===== config.mk =====
export PLATFORM = sky130hd
export DESIGN_NAME = aes_block_sequencer
export DESIGN_NICKNAME = d
export VERILOG_FILES = /design/src/rtl/aes_block_sequencer_pkg.sv /design/src/rtl/aes_block_sequencer_fifo.sv /design/src/rtl/aes_block_sequencer.sv
export SDC_FILE = /design/constraint.sdc
export NUM_CORES = 1
export LEC_CHECK = 0
export BUFFER_PORTS_ARGS = -buffer_cell sky130_fd_sc_hd__buf_2
export CAP_MARGIN = 10
export CORE_AREA = 2 2 310 312
export CTS_CLUSTER_DIAMETER = 50
export DETAILED_ROUTE_END_ITERATION = 8
export DIE_AREA = 0 0 312 314
export PLACE_DENSITY = 0.63
export SLEW_MARGIN = 25
export SYNTH_ARGS = -nofsm -noshare
export SYNTH_HDL_FRONTEND = slang
export SYNTH_HIERARCHICAL = 1
export SYNTH_SLANG_ARGS = --single-unit

===== constraint.sdc =====
create_clock -name clk -period 15.9 [get_ports clk]
set_clock_uncertainty 0.05 [all_clocks]
set_input_delay 1.59 -clock clk [delete_from_list [all_inputs] [get_ports clk]]
set_output_delay 1.59 -clock clk [all_outputs]
set_load 0.01 [all_outputs]

===== src/rtl/aes_block_sequencer_pkg.sv =====
// Shared types and constants for the AES block sequencer.
package aes_seq_pkg;

    localparam int AES_BLK_W = 128;
    localparam int CNT_W     = 16;

    typedef enum logic [2:0] {
        ST_IDLE      = 3'd0,
        ST_LOAD      = 3'd1,
        ST_WAIT_BUSY = 3'd2,
        ST_RUN       = 3'd3,
        ST_HOLD      = 3'd4
    } seq_state_e;

    // Completed-block counter step; wraps from all-ones to zero.
    function automatic logic [CNT_W-1:0] cnt_inc(input logic [CNT_W-1:0] c);
        return c + 16'd1;
    endfunction

endpackage


===== src/rtl/aes_block_sequencer_fifo.sv =====
// Synchronous plaintext FIFO with count-based full/empty flags.
module aes_seq_fifo
    import aes_seq_pkg::*;
#(
    parameter int DEPTH = 4
) (
    input  logic                 clk,
    input  logic                 i_rst,
    input  logic                 i_push,
    input  logic [AES_BLK_W-1:0] i_data,
    input  logic                 i_pop,
    output logic [AES_BLK_W-1:0] o_data,
    output logic                 o_full,
    output logic                 o_empty
);

    localparam int AW = $clog2(DEPTH);
    localparam logic [AW:0] FULL_CNT = (AW+1)'(DEPTH);

    logic [AES_BLK_W-1:0] r_mem [DEPTH];
    logic [AW-1:0]        r_wr_ptr;
    logic [AW-1:0]        r_rd_ptr;
    logic [AW:0]          r_count;
    logic                 w_do_push;
    logic                 w_do_pop;

    assign w_do_push = i_push & ~o_full;
    assign w_do_pop  = i_pop & ~o_empty;
    assign o_full    = (r_count == FULL_CNT);
    assign o_empty   = (r_count == '0);
    assign o_data    = r_mem[r_rd_ptr];

    // Pointer/count bookkeeping and storage write.
    always_ff @(posedge clk) begin
        if (i_rst) begin
            r_wr_ptr <= '0;
            r_rd_ptr <= '0;
            r_count  <= '0;
        end else begin
            if (w_do_push) begin
                r_mem[r_wr_ptr] <= i_data;
                r_wr_ptr        <= r_wr_ptr + 1'b1;
            end
            if (w_do_pop) begin
                r_rd_ptr <= r_rd_ptr + 1'b1;
            end
            case ({w_do_push, w_do_pop})
                2'b10:   r_count <= r_count + 1'b1;
                2'b01:   r_count <= r_count - 1'b1;
                default: r_count <= r_count;
            endcase
        end
    end

endmodule


===== src/rtl/aes_block_sequencer.sv =====
// Feeds queued plaintext blocks one at a time to an AES core and holds each
// ciphertext until the downstream consumer accepts it.
module aes_block_sequencer
    import aes_seq_pkg::*;
#(
    parameter int FIFO_DEPTH    = 4,
    parameter int START_TIMEOUT = 4
) (
    input  logic                 clk,
    input  logic                 rst_i,
    input  logic                 key_we_i,
    input  logic [AES_BLK_W-1:0] key_i,
    input  logic                 pt_valid_i,
    output logic                 pt_ready_o,
    input  logic [AES_BLK_W-1:0] pt_data_i,
    output logic                 load_o,
    output logic [AES_BLK_W-1:0] core_key_o,
    output logic [AES_BLK_W-1:0] core_data_o,
    input  logic                 busy_i,
    input  logic [AES_BLK_W-1:0] core_result_i,
    output logic                 ct_valid_o,
    input  logic                 ct_ready_i,
    output logic [AES_BLK_W-1:0] ct_data_o,
    output logic [CNT_W-1:0]     blk_count_o,
    output logic                 timeout_err_o
);

    localparam int TW = (START_TIMEOUT > 1) ? $clog2(START_TIMEOUT) : 1;
    localparam logic [TW-1:0] TO_LAST = TW'(START_TIMEOUT - 1);

    seq_state_e           r_state;
    logic [AES_BLK_W-1:0] r_key;
    logic [TW-1:0]        r_wait_cnt;
    logic                 r_load;
    logic                 r_ct_valid;
    logic [AES_BLK_W-1:0] r_ct_data;
    logic [AES_BLK_W-1:0] r_core_data;
    logic [AES_BLK_W-1:0] r_core_key;
    logic [CNT_W-1:0]     r_blk_count;
    logic                 r_timeout_err;

    logic                 w_full;
    logic                 w_empty;
    logic                 w_push;
    logic                 w_start;
    logic [AES_BLK_W-1:0] w_head;

    assign pt_ready_o = ~w_full & ~rst_i;
    assign w_push     = pt_valid_i & pt_ready_o;
    assign w_start    = (r_state == ST_IDLE) & ~w_empty & ~busy_i & ~r_ct_valid;

    aes_seq_fifo #(
        .DEPTH (FIFO_DEPTH)
    ) u_fifo (
        .clk     (clk),
        .i_rst   (rst_i),
        .i_push  (w_push),
        .i_data  (pt_data_i),
        .i_pop   (w_start),
        .o_data  (w_head),
        .o_full  (w_full),
        .o_empty (w_empty)
    );

    // Key register; the core only sees the snapshot taken at block start.
    always_ff @(posedge clk) begin
        if (rst_i) begin
            r_key <= '0;
        end else if (key_we_i) begin
            r_key <= key_i;
        end
    end

    // Sequencer FSM with registered core and ciphertext outputs.
    always_ff @(posedge clk) begin
        if (rst_i) begin
            r_state       <= ST_IDLE;
            r_wait_cnt    <= '0;
            r_load        <= 1'b0;
            r_ct_valid    <= 1'b0;
            r_ct_data     <= '0;
            r_core_data   <= '0;
            r_core_key    <= '0;
            r_blk_count   <= '0;
            r_timeout_err <= 1'b0;
        end else begin
            case (r_state)
                ST_IDLE: begin
                    if (w_start) begin
                        r_state     <= ST_LOAD;
                        r_load      <= 1'b1;
                        r_core_data <= w_head;
                        r_core_key  <= r_key;
                    end
                end
                ST_LOAD: begin
                    r_load     <= 1'b0;
                    r_wait_cnt <= '0;
                    r_state    <= ST_WAIT_BUSY;
                end
                ST_WAIT_BUSY: begin
                    if (busy_i) begin
                        r_state <= ST_RUN;
                    end else if (r_wait_cnt == TO_LAST) begin
                        r_timeout_err <= 1'b1;
                        r_state       <= ST_IDLE;
                    end else begin
                        r_wait_cnt <= r_wait_cnt + 1'b1;
                    end
                end
                ST_RUN: begin
                    if (!busy_i) begin
                        r_ct_data   <= core_result_i;
                        r_ct_valid  <= 1'b1;
                        r_blk_count <= cnt_inc(r_blk_count);
                        r_state     <= ST_HOLD;
                    end
                end
                ST_HOLD: begin
                    if (ct_ready_i) begin
                        r_ct_valid <= 1'b0;
                        r_state    <= ST_IDLE;
                    end
                end
                default: begin
                    r_load     <= 1'b0;
                    r_ct_valid <= 1'b0;
                    r_state    <= ST_IDLE;
                end
            endcase
        end
    end

    assign load_o        = r_load;
    assign core_key_o    = r_core_key;
    assign core_data_o   = r_core_data;
    assign ct_valid_o    = r_ct_valid;
    assign ct_data_o     = r_ct_data;
    assign blk_count_o   = r_blk_count;
    assign timeout_err_o = r_timeout_err;

endmodule


Yosys cells after proc, flatten, opt, wreduce, memory -nomap -nowiden
Memories as Yosys holds them, arrays and structs flattened. A register that Yosys moved wholly into a read port is not among the register bits.
Index checks and enable logic that the tools add are counted.

word-level totals
  register bits = 415
  bits in writable memories = 512
  input port bits = 390
  logic and storage cells = 78
  memories = 1

memories
  memory        depth  bits a word  read ports  clocked after Yosys merged registers in  wr ports  RTL line                        source
  u_fifo.r_mem  4      128          1           1                                        1         aes_block_sequencer_fifo.sv:20  logic [AES_BLK_W-1:0] r_mem [DEPTH];

cells by class
  $add $sub $neg = 6
  equality and inequality tests = 14
  mux-type cells = 18
  bitwise logic cells = 14
  reductions and logical operators = 13

operators by type and width
  operator               count
  $add 16x1->16 const B  1
  $mux 3                 5
  $pmux 3 s5             1
  $reduce_and 3->1       3
  $ne 2x2->1 const B     4
  $and 1x1->1            7
  $not 1->1              7
  $add 2x1->2 const B    3
  $eq 3x2->1 const B     2
  $eq 3x3->1 const B     2
  $logic_not 3->1        2
  $mux 1                 6
  $pmux 3 s2             1
  $reduce_and 2->1       3
  $reduce_or 3->1        2
  $eq 2x2->1 const B     2
  $mux 2                 2
  $pmux 2 s2             1
  $reduce_and 4->1       1
  $reduce_bool 2->1      2
  $add 3x1->3 const B    1
  $eq 3x1->1 const B     1
  $ne 3x3->1 const B     1
  $pmux 1 s3             1
  4 further kinds        4

Depth between registers and ports, before layout
  word-level depth = 8
  depth in mapped cells = 13

Hierarchy
The synthesis kept the hierarchy.

by module, submodules not included
  module               times used  cells an instance  area each (um^2)
  aes_seq_fifo         1           722                19057.0
  aes_block_sequencer  1           2205               18721.7

Worst setup path before layout
No wires, ideal clock.

  path kind = in2reg
  start = input port rst_i
  end = memory u_fifo.r_mem[0][0] (enable)
  library setup time = 798 ps
  data arrival time = 11712 ps
  path slack = 3339 ps
  stages = 7
  cells stage by stage = clkbuf_1 > clkbuf_1 > nor2_1 > and2_1 > nand2b_1 > buf_6 > nor3b_1

on the way
  cells in the longest elaborated chain, start to end = 7

ends and longest elaborated chain
  item                          RTL line                        source
  start: declaration            aes_block_sequencer.sv:10       input logic rst_i,
  $not 1->1                     aes_block_sequencer.sv:48       assign pt_ready_o = ~w_full & ~rst_i;
  $and 1x1->1                   aes_block_sequencer.sv:48
  net pt_ready_o                aes_block_sequencer.sv:14       output logic pt_ready_o,
  $and 1x1->1                   aes_block_sequencer.sv:49       assign w_push = pt_valid_i & pt_ready_o;
  net w_push                    aes_block_sequencer.sv:44       logic w_push;
  $and 1x1->1                   aes_block_sequencer_fifo.sv:27  assign w_do_push = i_push & ~o_full;
  $mux 1                        aes_block_sequencer_fifo.sv:40  if (w_do_push) begin
  $mux 1                        aes_block_sequencer_fifo.sv:35  if (i_rst) begin
  $mux 1 (implied by the code)  aes_block_sequencer_fifo.sv:41  r_mem[r_wr_ptr] <= i_data;
  end: declaration              aes_block_sequencer_fifo.sv:20

The timed path passes the listed nets, and every way through them passes these cells.

Worst setup path in the final report
  start = input port busy_i
  end = register r_core_data[109], in the netlist core_data_o[109] (read register of u_fifo.r_mem)

on the way
  cells in the longest elaborated chain, start to end = 4

ends and longest elaborated chain
  item                               RTL line                   source
  start: declaration                 aes_block_sequencer.sv:19  input logic busy_i,
  $not 1->1 (no source line)         -
  $and 1x1->1 (2 in a row)           aes_block_sequencer.sv:50  assign w_start = (r_state == ST_IDLE) & ~w_empty & ~busy_i & ~r_ct_valid;
  $reduce_and 2->1 (no source line)  -
  end: declaration                   aes_block_sequencer.sv:37  logic [AES_BLK_W-1:0] r_core_data;

No other way between the ends.
A chain may end at the register's enable or synchronous reset.

==> results.ini <==
[critical_path]
path_class=in -> reg
critical-path-max-stage-delay_ps=790
ff2ff_path_depth=8
path_max_fanout=125
cp_slowest_cell=buf_4
critical_path_buf_inv_count=4
critical_path_depth=8
crit_top_cell=buf_4
crit_chain=buf_2 -> nor4_2 -> nand2_4 -> inv_8 -> buf_4 -> buf_4 -> nand2_1 -> a21oi_1
crit_family=buffers and inverters
cp-start-kind=primary input
endpoint_kind=register
cp.arrival_ps=4870
required_ps=16460

[synthesis]
ys_seq_area_share_pct=69.6
synth_area_um2=37800
synth-edff-count=512
ys_ff_latch=1057
avgSynthCellArea_um2=12.9
syn_nets=3325
ys_warn_count=6
syn_inst=2927
synth_top_flop_cell=dfxtp_1
yosysUniqueCellTypes=43
async_reset_ff_share_pct=0

[clock_tree]
cts_buffer_depth=3
htreeDepth=3
insertion_delay_ps=690
cts_resized=0
cts_setup_buffers=0
cts-root-buf=clkbuf_16
path_clk_slew_ps=60
ctsHoldBuffers=0
cts_sinks=1057
cts_tree=done
cts_buffers=111

[grt]
grt_usage_pct=19.4
grt_pass1_vias=23700
grt_pass1_wl_um=146000
grt_max_degree=214
overflow=0
antenna_found_initial=41

[detailed_routing]
drc_errors=0
drt_iter0_drc=1840
drt_wl_total_um=99000
routedWlPerCell_um=19.6
viasPerCell=4.93
dr_total_vias=24900
ant_nets=0
drtPass1Iterations=7

[cells_and_area]
drive_gt1_share_pct=30.3
final_nets=4065
utilization_pct=49.0
area_delta_synth_final_pct=22.4

[flow_run]
drv_cap=0

[die]
ios=794
die_w_um=312
core_um2=94400
die_area_um2=98000
rows=113
fp.dieH_um=314
initial_core_util_pct=40.0

[sta]
hold_violations=0
fin_crit_sh_pct=27.1
rsz0062_at_grt=no
setup_viol=0
relSlewSlack_pct=24.0
fmax_mhz=232
drv_slew=0
tightest_slew_ps=1140
fin_setup_tns_ps=0
min_period_ps=4300

[power_and_ir_drop]
ir_drop_mv=0.0949
leakage_nw=17.6
p_per_area_nw_per_um2=126

[placed_design]
io_buffers=793
place_congestion=0.859
dpl.hpwl_um=64400

[hold_path]
whs_path_depth=2
hp-class=reg -> reg

[outcome]
status=complete, no violations

==> final cells by class <==
| class | count | area, um^2 |
|---|---|---|
| diodes | 15 | 37.5 |
| clock buffers | 159 | 3210 |
| clock inverters | 49 | 477 |
| fillers | 8511 | 48200 |
| inverters | 12 | 52.6 |
| multi-input cells | 1667 | 10400 |
| flip-flops and latches | 1057 | 26300 |
| well taps | 1265 | 1580 |
| repair buffers | 818 | 4220 |
==> placed cells by master, fill, tap and decap left out, types with 5 or more instances in the layout <==
master     count
diode_2       15
clkbuf_16    112
xor2_1         5
clkinv_1       7
nand2_1      775
edfxtp_1     512
inv_1         11
bufinv_16      5
clkbuf_1      24
nand3_1        7
xnor2_1        7
clkbuf_8      23
dfxtp_1      543
inv_6          8
nand2b_1       9
nor2_1       151
a21oi_1      401
ha_1           7
mux2i_1      129
buf_4         19
mux4_2       128
clkinv_2      20
buf_6          5
buf_2        791
==> synth_stat cells, types with 6 or more instances <==
library cell / number / share of area [%]
a21oi_1: 401 / 5.3
buf_12: 10 / 0.53
buf_2: 63 / 0.83
buf_4: 27 / 0.54
buf_6: 6 / 0.18
clkbuf_1: 81 / 0.80
dfxtp_1: 545 / 29
edfxtp_1: 512 / 41
ha_1: 7 / 0.23
inv_1: 11 / 0.11
mux2i_1: 129 / 3.4
mux4_2: 128 / 7.6
nand2_1: 776 / 7.7
nand2b_1: 9 / 0.15
nand3_1: 7 / 0.093
nor2_1: 151 / 1.5
nor3b_1: 6 / 0.12
xnor2_1: 7 / 0.16
==> path summary, 6_finish.rpt <==
| check | from | to | slack (ps) |
|---|---|---|---|
| setup / recovery | busy_i | core_data_o[109] | 11600 |
| hold reg to reg | r_key[26] | core_key_o[26] | 390 |
| hold / removal | r_key[26] | core_key_o[26] | 390 |
| setup reg to reg | u_fifo/r_count[0] | core_data_o[109] | 12130 |
==> stage by stage <==
step	total power, mW	setup slack, ps	area [um^2]	hold WS [ps]	instances
floorplan	3.21	3340	37800	381	2927
global route	6.06	11300	46200	389	5038
finish	5.85	11600	46300	386	5042
CTS	5.91	11460	46200	375	5026
global placement	3.34	10780	42500	386	4818
detailed placement	3.35	10730	42500	391	4818
==> tightest hold or removal path, delay by kind of cell (launching register included) <==
kind,cells,cell delay [ps]
AND/OR/NAND/NOR,1,50
flip-flops,1,300
AO/OA/AOI/OAI,1,50
==> state kept, by name (all words and copies together), names as in the netlist, named ones only <==
register and cells:
u_fifo/r_count 3, r_state 3, blk_count_o 16, u_fifo/r_wr_ptr 2, u_fifo/r_mem 512, u_fifo/r_rd_ptr 2, timeout_err_o 1, r_wait_cnt 2
r_key 128, core_key_o 128, ct_data_o 128, load_o 1, ct_valid_o 1, core_data_o 128
==> power breakdown <==
group          total [mW]  switching (mW)  internal [mW]
combinational       0.332           0.205          0.127
sequential           2.96          0.0356           2.92
clock                2.56            1.07           1.49
total                5.85            1.31           4.54
==> kinds of logic (layout without fill, tap and decap cells) <==
family	count (synthesis)	in the layout	synth area share, %
buffers and inverters	203	1038	3.04
multiplexers	258	258	11.1
flip-flops	1057	1057	69.6
AO/OA/AOI/OAI	412	412	5.51
AND/OR/NAND/NOR	977	977	10.2
adder cells (fa/ha/maj)	8	8	0.285
other	0	15	0
XOR/XNOR	12	12	0.278
==> routing by layer <==
| metal | vias up | global-route usage [%] | share of wire, % |
|---|---|---|---|
| met2 | 807 | 32.0 | 49 |
| met4 | 32 | 7.98 | 3.4 |
| li1 | 11800 | - | - |
| met5 | - | 0 | 0.20 |
| met1 | 12000 | 24.2 | 40 |
| met3 | 193 | 5.43 | 7.6 |
(Power assumes the default switching activity.)
